`src/rtl/pwm_fade_ctrl.sv`:
```
// Fade sequencer for one pwm8 channel: ramps duty_cycle toward a commanded target,
// updating only at PWM frame boundaries. Define CMD_PREEMPT_EN to let commands redirect a fade.
module pwm_fade_ctrl #(
  parameter int FRAMES_PER_STEP = 4
) (
  input  logic       clk,
  input  logic       rst_n,
  input  logic       cmd_valid,
  output logic       cmd_ready,
  input  logic [7:0] cmd_target,
  input  logic [3:0] cmd_step,
  output logic [7:0] duty_cycle,
  output logic       pwm_rst,
  output logic       frame_tick,
  output logic       busy,
  output logic       done
);

  localparam int DIV_W = (FRAMES_PER_STEP > 1) ? $clog2(FRAMES_PER_STEP) : 1;
  localparam logic [DIV_W-1:0] DIV_LAST = DIV_W'(FRAMES_PER_STEP - 1);

  typedef enum logic [1:0] {IDLE, UP, DOWN, JUMP} state_t;

  state_t           state, state_nx;
  logic [7:0]       frame_cnt;
  logic [DIV_W-1:0] div;
  logic [7:0]       target, target_nx;
  logic [3:0]       step, step_nx;
  logic [7:0]       duty_nx;
  logic             done_nx;
  logic             accept;
  logic             step_due;
  logic [8:0]       gap_up, gap_dn, step_ext;

`ifdef CMD_PREEMPT_EN
  assign cmd_ready = 1'b1;
`else
  assign cmd_ready = (state == IDLE);
`endif

  assign accept     = cmd_valid & cmd_ready;
  assign frame_tick = (frame_cnt == 8'd255);
  assign step_due   = frame_tick && (div == DIV_LAST);
  assign busy       = (state != IDLE);

  // 9-bit distances to the target make the clamp decision immune to wrap-around.
  assign gap_up   = {1'b0, target} - {1'b0, duty_cycle};
  assign gap_dn   = {1'b0, duty_cycle} - {1'b0, target};
  assign step_ext = {5'b0, step};

  always_comb begin
    // NOTE: every signal written here gets a default first, so no latch is inferred.
    state_nx  = state;
    target_nx = target;
    step_nx   = step;
    duty_nx   = duty_cycle;
    done_nx   = 1'b0;
    if (accept) begin
      target_nx = cmd_target;
      step_nx   = cmd_step;
      if (cmd_target == duty_cycle) begin
        state_nx = IDLE;
        done_nx  = 1'b1;
      end else if (cmd_step == 4'd0) begin
        state_nx = JUMP;
      end else if (cmd_target > duty_cycle) begin
        state_nx = UP;
      end else begin
        state_nx = DOWN;
      end
    end else begin
      case (state)
        JUMP: begin
          if (frame_tick) begin
            duty_nx  = target;
            done_nx  = 1'b1;
            state_nx = IDLE;
          end
        end
        UP: begin
          if (step_due) begin
            if (gap_up <= step_ext) begin
              duty_nx  = target;
              done_nx  = 1'b1;
              state_nx = IDLE;
            end else begin
              duty_nx = duty_cycle + {4'b0, step};
            end
          end
        end
        DOWN: begin
          if (step_due) begin
            if (gap_dn <= step_ext) begin
              duty_nx  = target;
              done_nx  = 1'b1;
              state_nx = IDLE;
            end else begin
              duty_nx = duty_cycle - {4'b0, step};
            end
          end
        end
        default: ;
      endcase
    end
  end

  always_ff @(posedge clk) begin
    // NOTE: non-blocking assignments so every register updates from the same pre-edge values.
    if (!rst_n) begin
      state      <= IDLE;
      duty_cycle <= 8'd0;
      pwm_rst    <= 1'b1;
      frame_cnt  <= 8'd0;
      div        <= '0;
      target     <= 8'd0;
      step       <= 4'd0;
      done       <= 1'b0;
    end else begin
      state      <= state_nx;
      duty_cycle <= duty_nx;
      target     <= target_nx;
      step       <= step_nx;
      done       <= done_nx;
      pwm_rst    <= 1'b0;
      // Mirrors pwm8's counter, which is held at zero while its reset is asserted.
      frame_cnt  <= pwm_rst ? 8'd0 : frame_cnt + 8'd1;
      if (accept) begin
        div <= '0;
      end else if (frame_tick) begin
        div <= (div == DIV_LAST) ? '0 : div + DIV_W'(1);
      end
    end
  end

endmodule
```
`config.mk`:
```
export PLATFORM = sky130hd
export DESIGN_NAME = pwm_fade_ctrl
export DESIGN_NICKNAME = d
export VERILOG_FILES = /design/src/rtl/pwm_fade_ctrl.sv
export SDC_FILE = /design/constraint.sdc
export NUM_CORES = 1
export LEC_CHECK = 0
export CORE_MARGIN = 4
export CORE_UTILIZATION = 40
export DETAILED_ROUTE_END_ITERATION = 8
export PLACE_DENSITY = 0.7
export RECOVER_POWER = 25
export SLEW_MARGIN = 20
export SYNTH_ARGS = -nofsm -noshare
export SYNTH_HDL_FRONTEND = slang
export SYNTH_SLANG_ARGS = --single-unit
```
`constraint.sdc`:
```
create_clock -name clk -period 4.5 [get_ports clk]
set_clock_uncertainty 0.2 [all_clocks]
set_input_delay 0.675 -clock clk [delete_from_list [all_inputs] [get_ports clk]]
set_output_delay 0.675 -clock clk [all_outputs]
set_load 0.05 [all_outputs]
```
==> results.sh, run 1 <==
export IMPL_status="completed"
export IMPL_syn_to_final_growth_pct=12.6
export IMPL_drive_gt1_frac=0.0654
export IMPL_dr_pass1_iters=5
export IMPL_via_count=2884
export IMPL_slew_viol_final=0
export IMPL_clk_path_buf_depth=2
export IMPL_cap_violations=0
export IMPL_cts_tree="yes"
export IMPL_setup_violations=0
export IMPL_routed_wl_um=7950
export IMPL_fmax_ghz=0.262
export IMPL_rsz0062_at_grt="false"
export IMPL_die_area_um2=9530
export IMPL_grt_pass1_vias=2789
export IMPL_drtAntennaViolNets=0
export IMPL_grt_overflow=0
export IMPL_drc=0
export IMPL_initial_core_util=0.413
export IMPL_hold_buffers=0
export IMPL_worstPathCellList="inv_1, ha_1, nand2_1, o21ai_2, xor2_1, ha_1, a21oi_1, o21ai_0, a211o_2, nor4_2, buf_4, mux2_2, a221oi_1, o32ai_1"
export IMPL_post_place_ws_ns=0.709
export IMPL_grt_use_total=0.168
export IMPL_gp_routability_congestion=0.950
export IMPL_setup_worst_path_start_class="flip-flop"
export IMPL_clk_latency_ns=0.28
export IMPL_finish_utilization=0.466
export IMPL_die_height_um=97.6
export IMPL_hpwl_um=6250
export IMPL_antenna_cells=0
export IMPL_post_cts_buffers=0
export IMPL_crit_fanout=10
export IMPL_setup_slack_ns=0.686
export IMPL_tns_ns=0
export IMPL_p_leak_nw=1.47
export IMPL_numPortBuffers=27
export IMPL_ys_ff_latch=34
export IMPL_grt_max_degree=22
export IMPL_path_clk_slew_ns=0.07
export IMPL_die_w_um=97.6
export IMPL_hold_viol_final=0
export IMPL_core_area_um2=7770
export IMPL_synth_async_reset_ratio=0
export IMPL_cts_resized=0
export IMPL_slew_headroom=0.529
export IMPL_synth_flop_cell="dfxtp_1"
export IMPL_syn_area_um2=3210
export IMPL_numClockSinks=34
export IMPL_numCtsBuffers=5
export IMPL_yosys_cell_count_top_type="ha_1"
export IMPL_slowest_delay_ns=0.51
export IMPL_final_nets=477
export IMPL_wire_per_inst_um=15.4
export IMPL_drt_iter0_markers=166
export IMPL_vias_per_cell=5.60
export IMPL_rows=32
export IMPL_worstMarginPinSlew_ns=0.705
export IMPL_cp_slowest_cell="dfxtp_1"
export IMPL_synth_area_per_cell_um2=8.13
export IMPL_synth_top_area_share=0.212
export IMPL_ys_types=55
export IMPL_synth_warnings=0
export IMPL_end_kind="flip-flop"
export IMPL_synth_area_leaders="dfxtp_1 (21%), ha_1 (18%), a21oi_1 (5.9%), inv_1 (4.7%), mux2i_1 (4.7%)"
export IMPL_grt_pass1_wl_um=13400
export IMPL_synth_nets=460
export IMPL_worstPathRequired_ns=4.45
export IMPL_synth_edff_count=0
export IMPL_synth_commonest_cells="ha_1 (46), inv_1 (40), a21oi_1 (38), nand2_1 (38), dfxtp_1 (34)"
export IMPL_fin_crit_sh=0.848
export IMPL_cts_root_buf="clkbuf_8"
export IMPL_hold_slack_ns=0.255
export IMPL_critPathArrivalTime_ns=3.76
export IMPL_cts_max_level=2
export IMPL_peakVddDrop_mv=0.239
export IMPL_min_path_type="reg -> reg"
export IMPL_power_density_nw_per_um2=384
export IMPL_fin_crit_ns=3.81
export IMPL_pin_count=28
export IMPL_worstSetupPathType="reg -> reg"
export IMPL_seq_area_frac_synth=0.212
export IMPL_synth_top_cell_by_area="dfxtp_1"
export IMPL_finalPower_mw=1.39
export IMPL_synthCells=395
export IMPL_antenna_found_initial=0
export IMPL_cpMostUsedCell="ha_1"
==> cell type report <==
type | instances | area (um2)
fill | 787 | 4150
timing repair buffer | 30 | 293
clock buffer | 7 | 86.3
clock inverter | 1 | 5.00
inverter | 40 | 150
tap | 102 | 128
multi-input combinational | 301 | 2270
sequential | 34 | 681
==> per-layer routing <==
layer  global-route usage  share of wire  up-vias
met4               0.0522          0.016        0
met3               0.0208          0.047       11
met1                0.228           0.47     1352
met5                    0              0        -
met2                0.277           0.47       85
li1                     -              -     1436
==> where the power goes <==
part | switching [mW] | internal [mW]
Clock | 0.109 | 0.123
Sequential | 0.0353 | 0.323
Combinational | 0.455 | 0.343
==> cell usage in the layout, fill, tap and decap left out, types with 7 or more instances in the layout <==
cell / netlist / layout
nor2_1: 27 / 27
o32ai_1: 8 / 8
nand2_1: 38 / 38
a221oi_1: 7 / 7
o21ai_0: 14 / 14
a21oi_1: 38 / 38
clkdlybuf4s50_1: 0 / 26
o211ai_1: 12 / 12
xor2_1: 7 / 7
mux2i_1: 15 / 15
nand3_1: 7 / 7
inv_1: 40 / 40
xnor2_1: 14 / 14
dfxtp_1: 34 / 34
ha_1: 46 / 46
==> critical path: cells and delay by family (launching register included) <==
kind	cells	cell delay [ns]
compound gates	6	1.15
xor+xnor	1	0.17
fa+ha+maj	2	0.62
buf+inv	2	0.47
flops	1	0.51
mux	1	0.35
simple gates	2	0.20
==> per-stage QoR <==
stage / instance area [um2] / cells
floorplan: 3210 / 395
global placement: 3520 / 507
detailed placement: 3520 / 507
CTS: 3620 / 515
global route: 3620 / 515
finish: 3620 / 515
==> sequential cells by signal, summed over array words and instances, names as in the netlist <==
name / flops
div: 2
done: 1
state: 2
frame_cnt: 8
duty_cycle: 8
pwm_rst: 1
step: 4
target: 8
==> kinds of logic (layout without fill, tap and decap cells) <==
family,after synthesis,after routing,share of synthesized area
flops,34,34,0.212
simple gates,105,105,0.156
buf+inv,60,78,0.0822
mux,18,18,0.0584
fa+ha+maj,50,50,0.204
xor+xnor,21,21,0.0573
compound gates,107,107,0.230
==> final timing paths <==
path / startpoint / end / slack (ns) / cells past startpoint
worst max-delay path: duty_cycle[1]$_SDFFE_PN0P_ / duty_cycle[3]$_SDFFE_PN0P_ / 0.69 / 14
worst min-delay path: frame_cnt[0]$_SDFF_PP0_ / frame_cnt[0]$_SDFF_PP0_ / 0.25 / 1
worst min register to register: frame_cnt[0]$_SDFF_PP0_ / frame_cnt[0]$_SDFF_PP0_ / 0.25 / 1
worst max register to register: duty_cycle[1]$_SDFFE_PN0P_ / duty_cycle[3]$_SDFFE_PN0P_ / 0.69 / 14
Power figures use the tool's default switching activity.
==> run 2, diff against run 1 <==
--- a/config.mk
+++ b/config.mk
@@ -8,7 +8,7 @@
 export CORE_MARGIN = 4
 export CORE_UTILIZATION = 40
 export DETAILED_ROUTE_END_ITERATION = 8
-export PLACE_DENSITY = 0.7
+export PLACE_DENSITY = 0.72
 export RECOVER_POWER = 25
 export SLEW_MARGIN = 20
 export SYNTH_ARGS = -nofsm -noshare
==> constraint.sdc (replaced) <==
create_clock -name clk -period 3.2 [get_ports clk]
set_clock_uncertainty 0.2 [all_clocks]
set_input_delay 0.48 -clock clk [delete_from_list [all_inputs] [get_ports clk]]
set_output_delay 0.48 -clock clk [all_outputs]
set_load 0.05 [all_outputs]
==> run 2 against run 1 <==
The flow now finishes with violations (negative setup slack). Largest cell class unchanged. Critical path type unchanged. Hold slack better by 0.0019 ns. Die area stayed put. Sequential share of layout area is 1.9 points lower. Worst setup slack worse by 0.75 ns. Largest power group unchanged.
==> results.sh, run 2 (same netlist as run 1, synthesis figures left out) <==
export IMPL_drive_gt1_frac=0.210
export IMPL_clk_latency_ns=0.30
export IMPL_hold_buffers=0
export IMPL_fmax_ghz=0.307
export IMPL_hpwl_um=6810
export IMPL_slew_viol_final=0
export IMPL_power_frac_comb=0.589
export IMPL_p_leak_nw=1.71
export IMPL_drt_iter0_markers=136
export IMPL_initial_core_util=0.413
export IMPL_path_clk_slew_ns=0.08
export IMPL_fill_cells=718
export IMPL_die_area_um2=9530
export IMPL_via_count=3114
export IMPL_setup_slack_ns=-0.0610
export IMPL_dr_pass1_iters=5
export IMPL_power_density_nw_per_um2=576
export IMPL_p_clk_frac=0.206
export IMPL_hold_slack_ns=0.257
export IMPL_numCtsBuffers=5
export IMPL_setup_violations=5
export IMPL_grt_overflow=0
export IMPL_cap_violations=0
export IMPL_final_common_cell="ha_1"
export IMPL_sw_frac_of_total=0.410
export IMPL_final_nets=512
export IMPL_finalPower_mw=2.39
export IMPL_holdPathEnd="frame_cnt[0]$_SDFF_PP0_"
export IMPL_cts_tree="yes"
export IMPL_rows=32
export IMPL_gp_routability_congestion=0.901
export IMPL_numPortBuffers=27
export IMPL_min_path_type="reg -> reg"
export IMPL_hold_depth=1
export IMPL_drtAntennaViolNets=0
export IMPL_clk_path_buf_depth=2
export IMPL_grt_use_total=0.182
export IMPL_slew_headroom=0.498
export IMPL_multi_input_area_um2=2430
export IMPL_syn_to_final_growth_pct=28.9
export IMPL_core_area_um2=7770
export IMPL_wire_per_inst_um=16.2
export IMPL_tns_ns=-0.209
export IMPL_antenna_cells=0
export IMPL_min_from="frame_cnt[0]$_SDFF_PP0_"
export IMPL_end_kind="flip-flop"
export IMPL_status="finished with violations"
export IMPL_grt_max_degree=22
export IMPL_intPower_mw=1.41
export IMPL_worstSetupPathType="reg -> reg"
export IMPL_ff2ff_path_depth=13
export IMPL_grt_pass1_vias=2921
export IMPL_setup_worst_path_start_class="flip-flop"
export IMPL_routed_wl_um=8930
export IMPL_cts_root_buf="clkbuf_8"
export IMPL_worstPathRequired_ns=3.16
export IMPL_fin_crit_sh=1.02
export IMPL_worstMarginPinSlew_ns=0.753
export IMPL_regArea_um2=701
export IMPL_r2r_setup_slack_ns=-0.06
export IMPL_antenna_found_initial=0
export IMPL_drc=0
export IMPL_critPathArrivalTime_ns=3.22
export IMPL_finish_utilization=0.533
export IMPL_numClockSinks=34
export IMPL_peakVddDrop_mv=0.381
export IMPL_die_w_um=97.6
export IMPL_grt_pass1_wl_um=14200
export IMPL_fin_crit_ns=3.26
export IMPL_reg2reg_to="duty_cycle[3]$_SDFFE_PN0P_"
export IMPL_reg2reg_from="target[0]$_SDFFE_PN0P_"
export IMPL_power_switching_mw=0.979
export IMPL_pin_count=28
export IMPL_hold_viol_final=0
export IMPL_top_regs="duty_cycle x8, frame_cnt x8, target x8"
export IMPL_cts_max_level=2
export IMPL_failed_checks="negative setup slack"
export IMPL_final_cell_mix="ha_1 (41), nand2_1 (37), a21oi_1 (37), inv_1 (36), buf_4 (33)"
export IMPL_vias_per_cell=5.66
export IMPL_die_height_um=97.6
export IMPL_crit_fanout=5
export IMPL_rsz0062_at_grt="true"
export IMPL_power_frac_seq=0.205
run 2: worst max-delay path by stage:
stage               cells past startpoint                          to                        from
floorplan                              15  duty_cycle[3]$_SDFFE_PN0P_  duty_cycle[2]$_SDFFE_PN0P_
global placement                       15       state[0]$_SDFFE_PN0P_      target[0]$_SDFFE_PN0P_
detailed placement                     15       state[0]$_SDFFE_PN0P_      target[0]$_SDFFE_PN0P_
CTS                                    14  duty_cycle[1]$_SDFFE_PN0P_      target[0]$_SDFFE_PN0P_
global route                           14  duty_cycle[1]$_SDFFE_PN0P_  duty_cycle[2]$_SDFFE_PN0P_
finish                                 13  duty_cycle[3]$_SDFFE_PN0P_      target[0]$_SDFFE_PN0P_
run 2: final cells by class:
class | instances | area share
clock buffers | 5 | 0.0166
clock inverters | 3 | 0.0166
inverters | 40 | 0.0375
multi-input cells | 301 | 0.588
flip-flops and latches | 34 | 0.169
well taps | 102 | 0.0308
repair buffers | 65 | 0.141
run 2: power by group through the flow:
stage | combinational [mW] | clock, mW | sequential (mW)
after floorplan | 0.867 | 0 | 0.543
after global placement | 1.23 | 0 | 0.495
after detailed placement | 1.28 | 0 | 0.496
after CTS | 1.34 | 0.498 | 0.488
after global routing | 1.53 | 0.516 | 0.493
final | 1.41 | 0.491 | 0.489
run 2: timing repair:
item                                    CTS  global route
buffers inserted                          0             3
pin swaps                                19            11
gates resized for setup                  16            17
endpoints found under the setup margin   11            11
cloned                                    1             0
run 2: metrics by stage:
step,std cells,cell area [um2],setup WS (ns)
global placement,538,3820,-0.131
global route,550,4140,-0.210
finish,550,4140,-0.0610
detailed placement,538,3820,-0.272
floorplan,395,3270,-0.180
CTS,547,4020,-0.166
run 2: metal layers:
metal | GRT usage | vias to the layer above | routed length [um]
li1 | - | 1517 | -
met1 | 0.236 | 1497 | 4000
met2 | 0.313 | 82 | 4290
met3 | 0.0179 | 18 | 422
met4 | 0.0639 | 0 | 220
met5 | 0 | - | 0
run 2: worst max-delay path: stages, from the launching register on:
cell	delay, ns
dfxtp_2	0.33
buf_4	0.14
ha_4	0.16
fa_2	0.51
inv_1	0.06
ha_4	0.22
a21oi_2	0.13
o21ai_1	0.08
a211o_2	0.32
nor4_4	0.18
buf_6	0.18
mux2_4	0.31
a221oi_2	0.23
o32ai_1	0.10
==> run 3, diff against run 2 <==
--- a/config.mk
+++ b/config.mk
@@ -5,7 +5,6 @@
 export SDC_FILE = /design/constraint.sdc
 export NUM_CORES = 1
 export LEC_CHECK = 0
-export CORE_MARGIN = 4
 export CORE_UTILIZATION = 40
 export DETAILED_ROUTE_END_ITERATION = 8
 export PLACE_DENSITY = 0.72
==> run 3 against run 2 <==
The run still ends with negative setup slack left. Core utilization up 0.47 points. Global-route usage increased by 3.4 points. Combinational power hardly changed. Non-clock buffer count increased by 8.
==> results.sh, run 3 (same netlist as run 1, synthesis figures left out) <==
export IMPL_grt_use_total=0.216
export IMPL_setup_slack_ns=-0.189
export IMPL_drc=0
export IMPL_hold_viol_final=0
export IMPL_fin_crit_sh=1.06
export IMPL_hold_buffers=0
export IMPL_setup_violations=9
export IMPL_peakVddDrop_mv=0.292
export IMPL_failed_checks="negative setup slack"
export IMPL_numPortBuffers=27
export IMPL_drt_iter0_markers=139
export IMPL_wire_per_inst_um=15.6
export IMPL_cp_slowest_cell="dfxtp_4"
export IMPL_post_place_ws_ns=-0.264
export IMPL_numClockSinks=34
export IMPL_final_common_cell="buf_4"
export IMPL_cts_max_level=2
export IMPL_grt_pass1_wl_um=14300
export IMPL_pin_count=28
export IMPL_fin_crit_ns=3.39
export IMPL_worstSetupPathType="reg -> reg"
export IMPL_die_height_um=91.6
export IMPL_cp_top_family="compound AO/OA/AOI/OAI gates"
export IMPL_die_area_um2=8390
export IMPL_fmax_ghz=0.295
export IMPL_dp_cells=542
export IMPL_cts_root_buf="clkbuf_8"
export IMPL_grt_max_degree=22
export IMPL_drive_gt1_frac=0.230
export IMPL_cp_buffers_inverters=2
export IMPL_grt_pass1_vias=2982
export IMPL_worstPathCellList="inv_4, ha_4, a21oi_4, o21ai_4, xor2_1, ha_1, a21oi_2, o21ai_2, a211o_2, nor4_2, buf_4, mux2_4, a221oi_2, o32ai_1"
export IMPL_numCtsBuffers=5
export IMPL_final_nets=520
export IMPL_via_count=3095
export IMPL_power_density_nw_per_um2=542
export IMPL_routed_wl_um=8700
export IMPL_final_cell_mix="buf_4 (41), ha_1 (40), nand2_1 (37), a21oi_1 (35), inv_1 (34)"
export IMPL_syn_to_final_growth_pct=29.3
export IMPL_worstPathRequired_ns=3.15
export IMPL_path_clk_slew_ns=0.07
export IMPL_initial_core_util=0.416
export IMPL_antenna_found_initial=0
export IMPL_slew_headroom=0.514
export IMPL_end_kind="flip-flop"
export IMPL_rsz0062_at_grt="true"
export IMPL_slew_viol_final=0
export IMPL_antenna_cells=0
export IMPL_p_leak_nw=1.71
export IMPL_final_cells=558
export IMPL_grt_overflow=0
export IMPL_hpwl_um=6770
export IMPL_setup_worst_path_start_class="flip-flop"
export IMPL_cap_violations=0
export IMPL_min_path_type="reg -> reg"
export IMPL_dr_pass1_iters=4
export IMPL_top_regs="duty_cycle x8, frame_cnt x8, target x8"
export IMPL_status="finished with violations"
export IMPL_drtAntennaViolNets=0
export IMPL_clk_latency_ns=0.29
export IMPL_fin_area_um2=4150
export IMPL_clk_path_buf_depth=2
export IMPL_gp_routability_congestion=0.850
export IMPL_slowest_delay_ns=0.38
export IMPL_core_area_um2=7730
export IMPL_cts_tree="yes"
export IMPL_rows=32
export IMPL_crit_fanout=6
export IMPL_worstMarginPinSlew_ns=0.728
export IMPL_place_area_um2=3850
export IMPL_critPathArrivalTime_ns=3.34
export IMPL_die_w_um=91.6
export IMPL_vias_per_cell=5.55
-- run 3: final cells by class --
type,instances,area (um2)
well taps,102,128
inverters,40,155
flip-flops and latches,34,703
fillers,671,3570
clock buffers,6,82.6
clock inverters,2,11.3
repair buffers,73,643
multi-input cells,301,2430
-- run 3: timing repair --
action | 4_1_cts | 5_1_grt
pin swaps | 23 | 2
resized for setup | 27 | 9
endpoints found under the setup margin | 11 | 11
setup buffers | 5 | 3
-- run 3: report_power, final --
group	internal (mW)	switching, mW	total [mW]
Clock	0.173	0.162	0.336
Sequential	0.456	0.0340	0.490
Combinational	0.660	0.765	1.43
-- run 3: path summary, 6_finish.rpt --
path	startpoint	endpoint	slack, ns	cells past startpoint
worst max-delay path	duty_cycle[2]$_SDFFE_PN0P_	duty_cycle[3]$_SDFFE_PN0P_	-0.19	14
worst min-delay path	frame_cnt[0]$_SDFF_PP0_	frame_cnt[0]$_SDFF_PP0_	0.25	1
worst max register to register	duty_cycle[2]$_SDFFE_PN0P_	duty_cycle[3]$_SDFFE_PN0P_	-0.19	14
worst min register to register	frame_cnt[0]$_SDFF_PP0_	frame_cnt[0]$_SDFF_PP0_	0.25	1
-- run 3: metal layers --
layer	wire, um	part of all wire	track usage
met2	4160	0.48	0.365
met3	337	0.039	0.0335
met1	4030	0.46	0.275
met5	0	0	0
met4	173	0.020	0.0794
-- run 3: per-stage QoR --
step | hold WS (ns) | setup TNS (ns) | total power [mW] | utilization
after global routing | 0.286 | -2.36 | 2.40 | 0.538
final | 0.248 | -1.02 | 2.25 | 0.538
after detailed placement | 0.237 | -2.23 | 1.78 | 0.499
after floorplan | 0.218 | -0.448 | 1.41 | -
after CTS | 0.251 | -0.566 | 2.20 | 0.528
after global placement | 0.228 | -1.44 | 1.74 | 0.499
